--- src/rtl/dmem_arbiter.sv ---
// Shares the data memory between the MEM-stage CPU port and one external requester (EXT).
// Grant is combinational (zero latency); EXT read data returns registered one cycle later; CPU is held off via cpu_stall.
module dmem_arbiter #(
  parameter int DM_ADDRESS   = 9,
  parameter int DATA_W       = 32,
  parameter int STARVE_LIMIT = 4,
  parameter int LOCK_MAX     = 8
) (
  input  logic                  clk,
  input  logic                  reset,
  input  logic                  cpu_rd,
  input  logic                  cpu_wr,
  input  logic [DM_ADDRESS-1:0] cpu_addr,
  input  logic [DATA_W-1:0]     cpu_wdata,
  input  logic [2:0]            cpu_funct3,
  output logic [DATA_W-1:0]     cpu_rdata,
  output logic                  cpu_stall,
  input  logic                  ext_req,
  input  logic                  ext_we,
  input  logic                  ext_lock,
  input  logic [DM_ADDRESS-1:0] ext_addr,
  input  logic [DATA_W-1:0]     ext_wdata,
  input  logic [2:0]            ext_funct3,
  output logic                  ext_gnt,
  output logic                  ext_rvalid,
  output logic [DATA_W-1:0]     ext_rdata,
  output logic                  lock_err,
  output logic                  mem_rd,
  output logic                  mem_wr,
  output logic [DM_ADDRESS-1:0] mem_addr,
  output logic [DATA_W-1:0]     mem_wdata,
  output logic [2:0]            mem_funct3,
  input  logic [DATA_W-1:0]     mem_rdata
);

  typedef enum logic {ARB = 1'b0, LOCKED = 1'b1} state_t;

  state_t              state_q, state_d;
  logic [3:0]          starve_q, starve_d;
  logic [7:0]          lock_q, lock_d;
  logic                ext_rvalid_q, ext_rvalid_d;
  logic [DATA_W-1:0]   ext_rdata_q, ext_rdata_d;
  logic                lock_err_q, lock_err_d;

  logic cpu_act;
  logic starved;
  logic lock_expired;
  logic ext_win;
  logic rel_normal;

  assign cpu_act      = cpu_rd | cpu_wr;
  assign starved      = (starve_q == 4'(STARVE_LIMIT));
  assign lock_expired = (lock_q == 8'(LOCK_MAX));

  // Ownership is suppressed while reset is held so nothing reaches memory from EXT.
  always_comb begin
    ext_win = 1'b0;
    if (!reset) begin
      if (state_q == LOCKED) ext_win = ext_req;
      else                   ext_win = ext_req & (~cpu_act | starved);
    end
  end

  always_ff @(posedge clk or posedge reset) begin
    if (reset) begin
      state_q      <= ARB;
      starve_q     <= 4'd0;
      lock_q       <= 8'd0;
      ext_rvalid_q <= 1'b0;
      ext_rdata_q  <= '0;
      lock_err_q   <= 1'b0;
    end else begin
      state_q      <= state_d;
      starve_q     <= starve_d;
      lock_q       <= lock_d;
      ext_rvalid_q <= ext_rvalid_d;
      ext_rdata_q  <= ext_rdata_d;
      lock_err_q   <= lock_err_d;
    end
  end

  always_comb begin
    state_d    = state_q;
    lock_d     = lock_q;
    lock_err_d = 1'b0;
    rel_normal = (ext_win & ~ext_lock) | (~ext_req & ~ext_lock);

    if (ext_win || !ext_req) starve_d = 4'd0;
    else if (!starved)       starve_d = starve_q + 4'd1;
    else                     starve_d = starve_q;

    case (state_q)
      ARB: begin
        if (ext_win && ext_lock) begin
          state_d = LOCKED;
          lock_d  = 8'd1;
        end
      end
      LOCKED: begin
        if (rel_normal) begin
          state_d = ARB;
          lock_d  = 8'd0;
        end else if (lock_expired) begin
          state_d    = ARB;
          lock_d     = 8'd0;
          lock_err_d = 1'b1;
        end else begin
          lock_d = lock_q + 8'd1;
        end
      end
      default: state_d = ARB;
    endcase

    ext_rvalid_d = ext_win & ~ext_we;
    ext_rdata_d  = ext_rvalid_d ? mem_rdata : ext_rdata_q;
  end

  // A stalled CPU keeps its request on the bus but its strobes are masked, so it is only performed once.
  always_comb begin
    ext_gnt   = ext_win;
    cpu_stall = cpu_act & (ext_win | (state_q == LOCKED));
    if (ext_win) begin
      mem_rd     = ~ext_we;
      mem_wr     = ext_we;
      mem_addr   = ext_addr;
      mem_wdata  = ext_wdata;
      mem_funct3 = ext_funct3;
    end else begin
      mem_rd     = cpu_rd & ~cpu_stall;
      mem_wr     = cpu_wr & ~cpu_stall;
      mem_addr   = cpu_addr;
      mem_wdata  = cpu_wdata;
      mem_funct3 = cpu_funct3;
    end
  end

  assign cpu_rdata  = mem_rdata;
  assign ext_rvalid = ext_rvalid_q;
  assign ext_rdata  = ext_rdata_q;
  assign lock_err   = lock_err_q;

endmodule

--- config.mk ---
export PLATFORM = sky130hd
export DESIGN_NAME = dmem_arbiter
export DESIGN_NICKNAME = d
export VERILOG_FILES = /design/src/rtl/dmem_arbiter.sv
export SDC_FILE = /design/constraint.sdc
export NUM_CORES = 1
export LEC_CHECK = 0
export ABC_CLOCK_PERIOD_IN_PS = 4370
export CAP_MARGIN = 15
export CORE_UTILIZATION = 33
export DETAILED_ROUTE_END_ITERATION = 10
export PLACE_DENSITY = 0.83
export SLEW_MARGIN = 20
export SYNTH_ARGS = -nofsm -noshare
export SYNTH_HDL_FRONTEND = slang
export SYNTH_SLANG_ARGS = --single-unit
--- constraint.sdc ---
create_clock -name clk -period 4.37 [get_ports clk]
set_input_delay 1.0925 -clock clk [delete_from_list [all_inputs] [get_ports clk]]
set_output_delay 1.0925 -clock clk [all_outputs]
set_load 0.1 [all_outputs]
; Yosys cells after proc, flatten, opt, wreduce, memory -nomap -nowiden
; Index checks and enable logic that the tools add are counted.
[totals]
regBits = 47
in_bits = 127
out_inout_bits = 114
elab_cells = 52
[classes]
n_addsub = 2
n_eq_ne = 4
mux = 20
bitwise_logic = 17
reduce_logical = 3
[op_table]
columns = operator, n
row1 = $mux W32, 1
row2 = $mux W8, 3
row3 = $pmux W8 S2, 1
row4 = $mux W1, 10
row5 = $mux W9, 1
row6 = $add A8 B1 Y8 const B, 1
row7 = $eq A8 B4 Y1 const B, 1
row8 = $mux W4, 2
row9 = $and A1 B1 Y1, 7
row10 = $not A1 Y1, 6
row11 = $add A4 B1 Y4 const B, 1
row12 = $eq A4 B3 Y1 const B, 1
row13 = $or A1 B1 Y1, 4
row14 = $mux W3, 1
row15 = $ne A2 B1 Y1 const B, 1
row16 = $ne A2 B2 Y1 const B, 1
row17 = $pmux W1 S2, 1
row18 = $logic_and A1 B1 Y1, 1
row19 = $logic_not A1 Y1, 1
row20 = $logic_or A1 B1 Y1, 1

; Longest topological paths before layout
; Gate-level depths: netlist (run 1).
[depth]
ltp_word = 11
ltp_mapped = 11
mapped_depth_nobuf = 7

; Least setup slack after synthesis (run 1)
; No wires, ideal clock.
[synth_path]
kind = input -> output
start = in reset
end = out mem_wr
arrival_ps = 4176
setup_slack_ps = -898
path_stages = 5
path_buffers = 2
path_cell_list = inv_1 o211ai_4 buf_6 buf_2 a21oi_1
[synth_between]
elab_chain_len = 6
[synth_lines]
columns = element, line
row1 = "start, declared", 10  ; input logic reset,
row2 = $mux W1 *, 58  ; if (!reset) begin
row3 = $or A1 B1 Y1, 121  ; cpu_stall = cpu_act & (ext_win | (state_q == LOCKED));
row4 = $and A1 B1 Y1, 121
row5 = $not A1 Y1, 130  ; mem_wr = cpu_wr & ~cpu_stall;
row6 = $and A1 B1 Y1, 130
row7 = $mux W1 *, 122  ; if (ext_win) begin
row8 = "end, declared", 29  ; output logic mem_wr,
; Every way passes the cells marked *; elsewhere a longest branch is shown, timed or not.

; Final worst setup path (run 1)
[layout_path]
start = in cpu_wr
end = out mem_wdata[3]
[layout_between]
elab_chain_len = 7
[layout_lines]
columns = element, line
row1 = "start, declared", 12  ; input logic cpu_wr,
row2 = $or A1 B1 Y1, 51  ; assign cpu_act = cpu_rd | cpu_wr;
row3 = $not A1 Y1, 60  ; else ext_win = ext_req & (~cpu_act | starved);
row4 = $or A1 B1 Y1, 60
row5 = $and A1 B1 Y1, 60
row6 = $mux W1, 59  ; if (state_q == LOCKED) ext_win = ext_req;
row7 = $mux W1, 58
row8 = $mux W32, 122
row9 = "end, declared", 31  ; output logic [DATA_W-1:0] mem_wdata,
; No other way between the ends.

==> flow_summary.ini, run 1 <==
[critical_path]
reg2reg_to = ext_rdata[20]
end_kind = primary output
worst_r2r_path_depth = 8
path_max_fanout = 46
cp.required_ns = 3.28
start_kind = input port
r2r_setup_slack_ns = 1.79
path_class = input port to primary output
worstPathArrival_ns = 2.98
rr_startpoint = starve_q[0]

[yosys]
avgSynthCellArea_um2 = 8.63
syn-num-nets = 462
syn_inst = 331
yosysTopAreaCellShare = 0.412
yosys_warnings = 0
ys_async_sr_fraction = 1.00
ys_seq_area_frac = 0.412
yosys.area.top_type = dfrtp_1
synth_area_leaders = dfrtp_1, nand2_1, mux2_2, buf_4, ha_1
syn_area_mm2 = 0.00286
synth_edf_count = 0
synth_seq_cells = 47
synth_ff_type = dfrtp_1
yosysUniqueCellTypes = 39

[clocking]
path_clk_slew_ns = 0.09
cts_tree = built
clkSinkCount = 47
htree_levels = 2
postCtsHoldBufs = 0
cts_max_path_buffers = 2
clock_latency_ns = 0.29
root_buffer = clkbuf_8
cts_setup_buffers = 0
cts_buffers = 5
cts_resized = 0

[die]
core_mm2 = 0.00830
start_util = 0.344
die-area_mm2 = 0.00904
ios = 241
die_x_um = 95.1
die_y_um = 95.1
num_rows = 33

[grt]
grt_remaining_overflow = 0
antenna_found_initial = 0
grt_pass1_vias = 3065
grtUsageTotal = 0.221
grt_pass1_wl_um = 15200
grt_max_degree = 50

[flow_run]
max_cap_violations = 0

[pwr]
power_density_mw_per_mm2 = 719
ir_drop_mv = 0.695
leakage_uw = 0.00264

[sta]
slew_headroom = 0.334
period_share = 0.931
worst_slew_pin_slew_ns = 0.997
fmax_ghz = 0.246
hold_viol_final = 0
fin_tns_setup_ns = 0
final_max_slew_viol_count = 0
rsz0062_at_grt = false
skew_ns = 0.00797
period_needed_ns = 4.07
setup_viol = 0

[placement]
port-buffer-count = 240
hpwl_um = 8690
gp_congestion = 0.885
placedCellCount = 635

[hold_path]
hp-class = flip-flop to flip-flop
whs_path_depth = 1
holdCritStartpoint = ext_rdata[19]
hold_end = ext_rdata[19]

[cells_and_area]
fillerInstances = 652
antenna_cells = 0
areaGrowthSynthToFinish_pct = 97.7
fin_nets = 668
fin_cells = 643
drive_gt1_frac = 0.264

[drt]
via_per_inst = 4.72
drc = 0
first_pass_iters = 4
route.vias.total = 3038
wl_um = 10600
final_antenna_net_count = 0
wl_per_cell_um = 16.5
drt_iter0_drc = 123

[run_status]
status = finished, final reports clean
[per-stage QoR]
| step | hold slack, ns | total power (uW) | util | instance area (um^2) | setup WS [ns] |
|---|---|---|---|---|---|
| 5_1_grt | 0.527 | 4190 | 0.681 | 5650 | 0.221 |
| 6_report | 0.513 | 4060 | 0.681 | 5650 | 0.300 |
| 3_5_place_dp | 0.495 | 3800 | 0.669 | 5550 | 0.325 |
| 4_1_cts | 0.515 | 4090 | 0.681 | 5650 | 0.312 |
| 2_1_floorplan | 0.490 | 2880 | - | 2890 | 0.0376 |
| 3_3_place_gp | 0.467 | 3750 | 0.669 | 5550 | 0.374 |
[layout by cell type, fill, tap and decap left out, types with 5 or more instances in the layout]
cell,synthesis,routed
clkbuf_8,0,6
nor3_1,6,6
and3_1,6,6
dfrtp_1,47,47
nand2_1,137,128
nand2_2,0,9
inv_1,6,5
buf_4,35,37
clkdlybuf4s50_1,0,160
nor2_1,8,7
mux2_2,31,31
buf_12,0,49
[routing by layer]
layer | GRT usage | wire length (um) | vias to the layer above
met5 | 0 | 0 | -
met4 | 0.0745 | 239 | 0
met3 | 0.0670 | 1030 | 15
met2 | 0.423 | 5650 | 145
met1 | 0.226 | 3670 | 1427
li1 | - | - | 1451
[Yosys cell counts (all sizes together), types with 2 or more instances]
master / instances
a21oi: 5
clkbuf: 3
nor2: 9
mux2: 32
nand2: 137
a21o: 2
inv: 7
o21ai: 2
nor3: 6
buf: 44
a211o: 4
dfrtp: 47
and3: 6
nand3: 4
mux2i: 2
o211ai: 2
ha: 4
[worst max-delay path, stage by stage]
cell and delay (ns):
clkdlybuf4s50_1 0.53, o21bai_1 0.17, o211ai_4 0.20, buf_4 0.46, nand2_1 0.13, nand2_1 0.18
buf_12 0.20
[cells by family after synthesis]
group	after synthesis	share of synthesized area
XOR/XNOR	2	0.00613
AO/OA/AOI/OAI	22	0.0652
adder cells (fa/ha/maj)	4	0.0175
AND/OR/NAND/NOR	168	0.241
multiplexers	34	0.133
buffers and inverters	54	0.125
flip-flops	47	0.412
[worst max path at each step]
stage                     slack (ns)      endpoint  startpoint  cells after the start
after floorplan                 0.04        mem_rd       reset                      7
after global placement          0.37  mem_wdata[3]      cpu_wr                      7
after detailed placement        0.32  mem_wdata[3]      cpu_wr                      7
after CTS                       0.31  mem_wdata[3]      cpu_wr                      7
after global routing            0.22  mem_wdata[3]      cpu_wr                      7
final                           0.30  mem_wdata[3]      cpu_wr                      7
[power breakdown]
group / total (uW) / internal, uW / switching [uW]
registers: 717 / 607 / 110
logic: 3070 / 857 / 2210
clock network: 277 / 129 / 147
[sequential cells by signal (all words and copies together), names as in the netlist]
signal / flops
lock_err: 1
state_q: 1
ext_rdata: 32
starve_q: 4
ext_rvalid: 1
lock_q: 8
[final cells by class]
type | count | area (um^2) | area share
multi-input combinational | 230 | 1350 | 0.239
clock inverter | 2 | 16.3 | 0.00288
clock buffer | 6 | 82.6 | 0.0146
tap | 105 | 131 | 0.0233
inverter | 7 | 30.0 | 0.00532
sequential | 47 | 1180 | 0.208
timing repair buffer | 246 | 2860 | 0.506
Note: power is estimated with default switching activity, not from simulation.
==> run 2, diff against run 1 <==
--- a/config.mk
+++ b/config.mk
@@ -7,6 +7,7 @@
 export LEC_CHECK = 0
 export ABC_CLOCK_PERIOD_IN_PS = 4370
 export CAP_MARGIN = 15
+export CORE_MARGIN = 10
 export CORE_UTILIZATION = 33
 export DETAILED_ROUTE_END_ITERATION = 10
 export PLACE_DENSITY = 0.83
==> flow_summary.ini, run 2 (same netlist as run 1, synthesis figures left out) <==
[drt]
drt_iter0_drc = 219
first_pass_iters = 5
final_antenna_net_count = 0
drc = 0
wl_per_cell_um = 19.5
via_per_inst = 4.68
wl_um = 12500
route.vias.total = 3007

[placement]
port-buffer-count = 240
gp_congestion = 0.854
hpwl_um = 10400

[critical_path]
r2r_setup_slack_ns = 1.89
end_kind = primary output
worstPathArrival_ns = 2.88
start_kind = input port
cp.required_ns = 3.28
path_max_fanout = 33
path_class = input port to primary output

[die]
die-area_mm2 = 0.0128
die_y_um = 113
ios = 241
num_rows = 33
die_x_um = 113
core_mm2 = 0.00834
start_util = 0.343

[clocking]
cts_max_path_buffers = 2
path_clk_slew_ns = 0.08
root_buffer = clkbuf_8
htree_levels = 2
cts_setup_buffers = 0
postCtsHoldBufs = 0
cts_tree = built
cts_resized = 0
clock_latency_ns = 0.30
cts_buffers = 5
clkSinkCount = 47

[grt]
grt_pass1_vias = 3178
grtUsageTotal = 0.186
antenna_found_initial = 0
grt_pass1_wl_um = 19100
grt_max_degree = 50
grt_remaining_overflow = 0

[pwr]
ir_drop_mv = 0.652
netSwitchingFraction = 0.609
p_seq_frac = 0.176
combPwrFrac = 0.755
switching_power_uw = 2480
leakage_uw = 0.00264
clockPowerShare = 0.068
power_density_mw_per_mm2 = 721
p_int_uw = 1590

[sta]
fin_tns_setup_ns = 0
fmax_ghz = 0.252
setup_viol = 0
skew_ns = 0.0116
period_needed_ns = 3.97
rsz0062_at_grt = false
final_max_slew_viol_count = 0
worst_slew_pin_slew_ns = 1.01
period_share = 0.909
hold_viol_final = 0
fin_hold_ws_ns = 0.501
slew_headroom = 0.324

[flow_run]
max_cap_violations = 0

[cells_and_area]
fin_nets = 667
areaGrowthSynthToFinish_pct = 97.5
utilization = 0.677
largest_reg_flops = 32
fillerInstances = 609
layout_commonest_cell = clkdlybuf4s50_1
drive_gt1_frac = 0.263
final_cell_mix = clkdlybuf4s50_1, nand2_1, buf_12, dfrtp_1, buf_4

[run_status]
status = finished, final reports clean

[hold_path]
hp-class = flip-flop to flip-flop
[run 2: through the flow]
stage	total power, uW	setup slack (ns)	instance area [um^2]	std cells
floorplan	2880	0.0376	2890	331
global placement	3780	0.455	5540	634
detailed placement	3810	0.394	5540	634
CTS	4100	0.390	5640	642
global route	4210	0.263	5640	642
finish	4070	0.396	5640	643
[run 2: worst max-delay path, cell delays in order]
cell and delay (ns):
clkdlybuf4s50_1 0.45, o21bai_1 0.33, o211ai_4 0.13, inv_2 0.12, buf_4 0.32, nand2_1 0.12
nand2_1 0.12, buf_12 0.18
[run 2: final cells by class]
type	count	area, um^2	area share
repair buffers	245	2850	0.505
diodes	1	2.50	0.000443
clock inverters	2	16.3	0.00288
clock buffers	6	82.6	0.0146
well taps	105	131	0.0233
multi-input cells	230	1350	0.240
flip-flops and latches	47	1180	0.208
inverters	7	30.0	0.00532
[run 2: power groups by stage]
stage          Clock [uW]  Combinational, uW  Sequential (uW)
6_report              278               3070              717
5_1_grt               306               3170              742
4_1_cts               288               3100              718
3_5_place_dp            0               3090              725
3_3_place_gp            0               3070              710
2_1_floorplan           0               1070             1800
[run 2: metal layers]
metal / track usage / wire [um] / up-vias
met1: 0.215 / 4930 / 1379
met4: 0.0406 / 153 / 0
met5: 0 / 0 / -
met2: 0.320 / 6150 / 164
li1: - / - / 1453
met3: 0.0708 / 1300 / 11
[run 2: worst paths after layout]
path,start,end,depth (start not counted)
min reg2reg,ext_rdata[0],ext_rdata[0],1
min,ext_rdata[0],ext_rdata[0],1
min in group asynchronous,reset,starve_q[2],3
max in group asynchronous,reset,ext_rdata[1],3
max,cpu_wr,mem_addr[6],8
max reg2reg,starve_q[0],ext_rdata[17],8
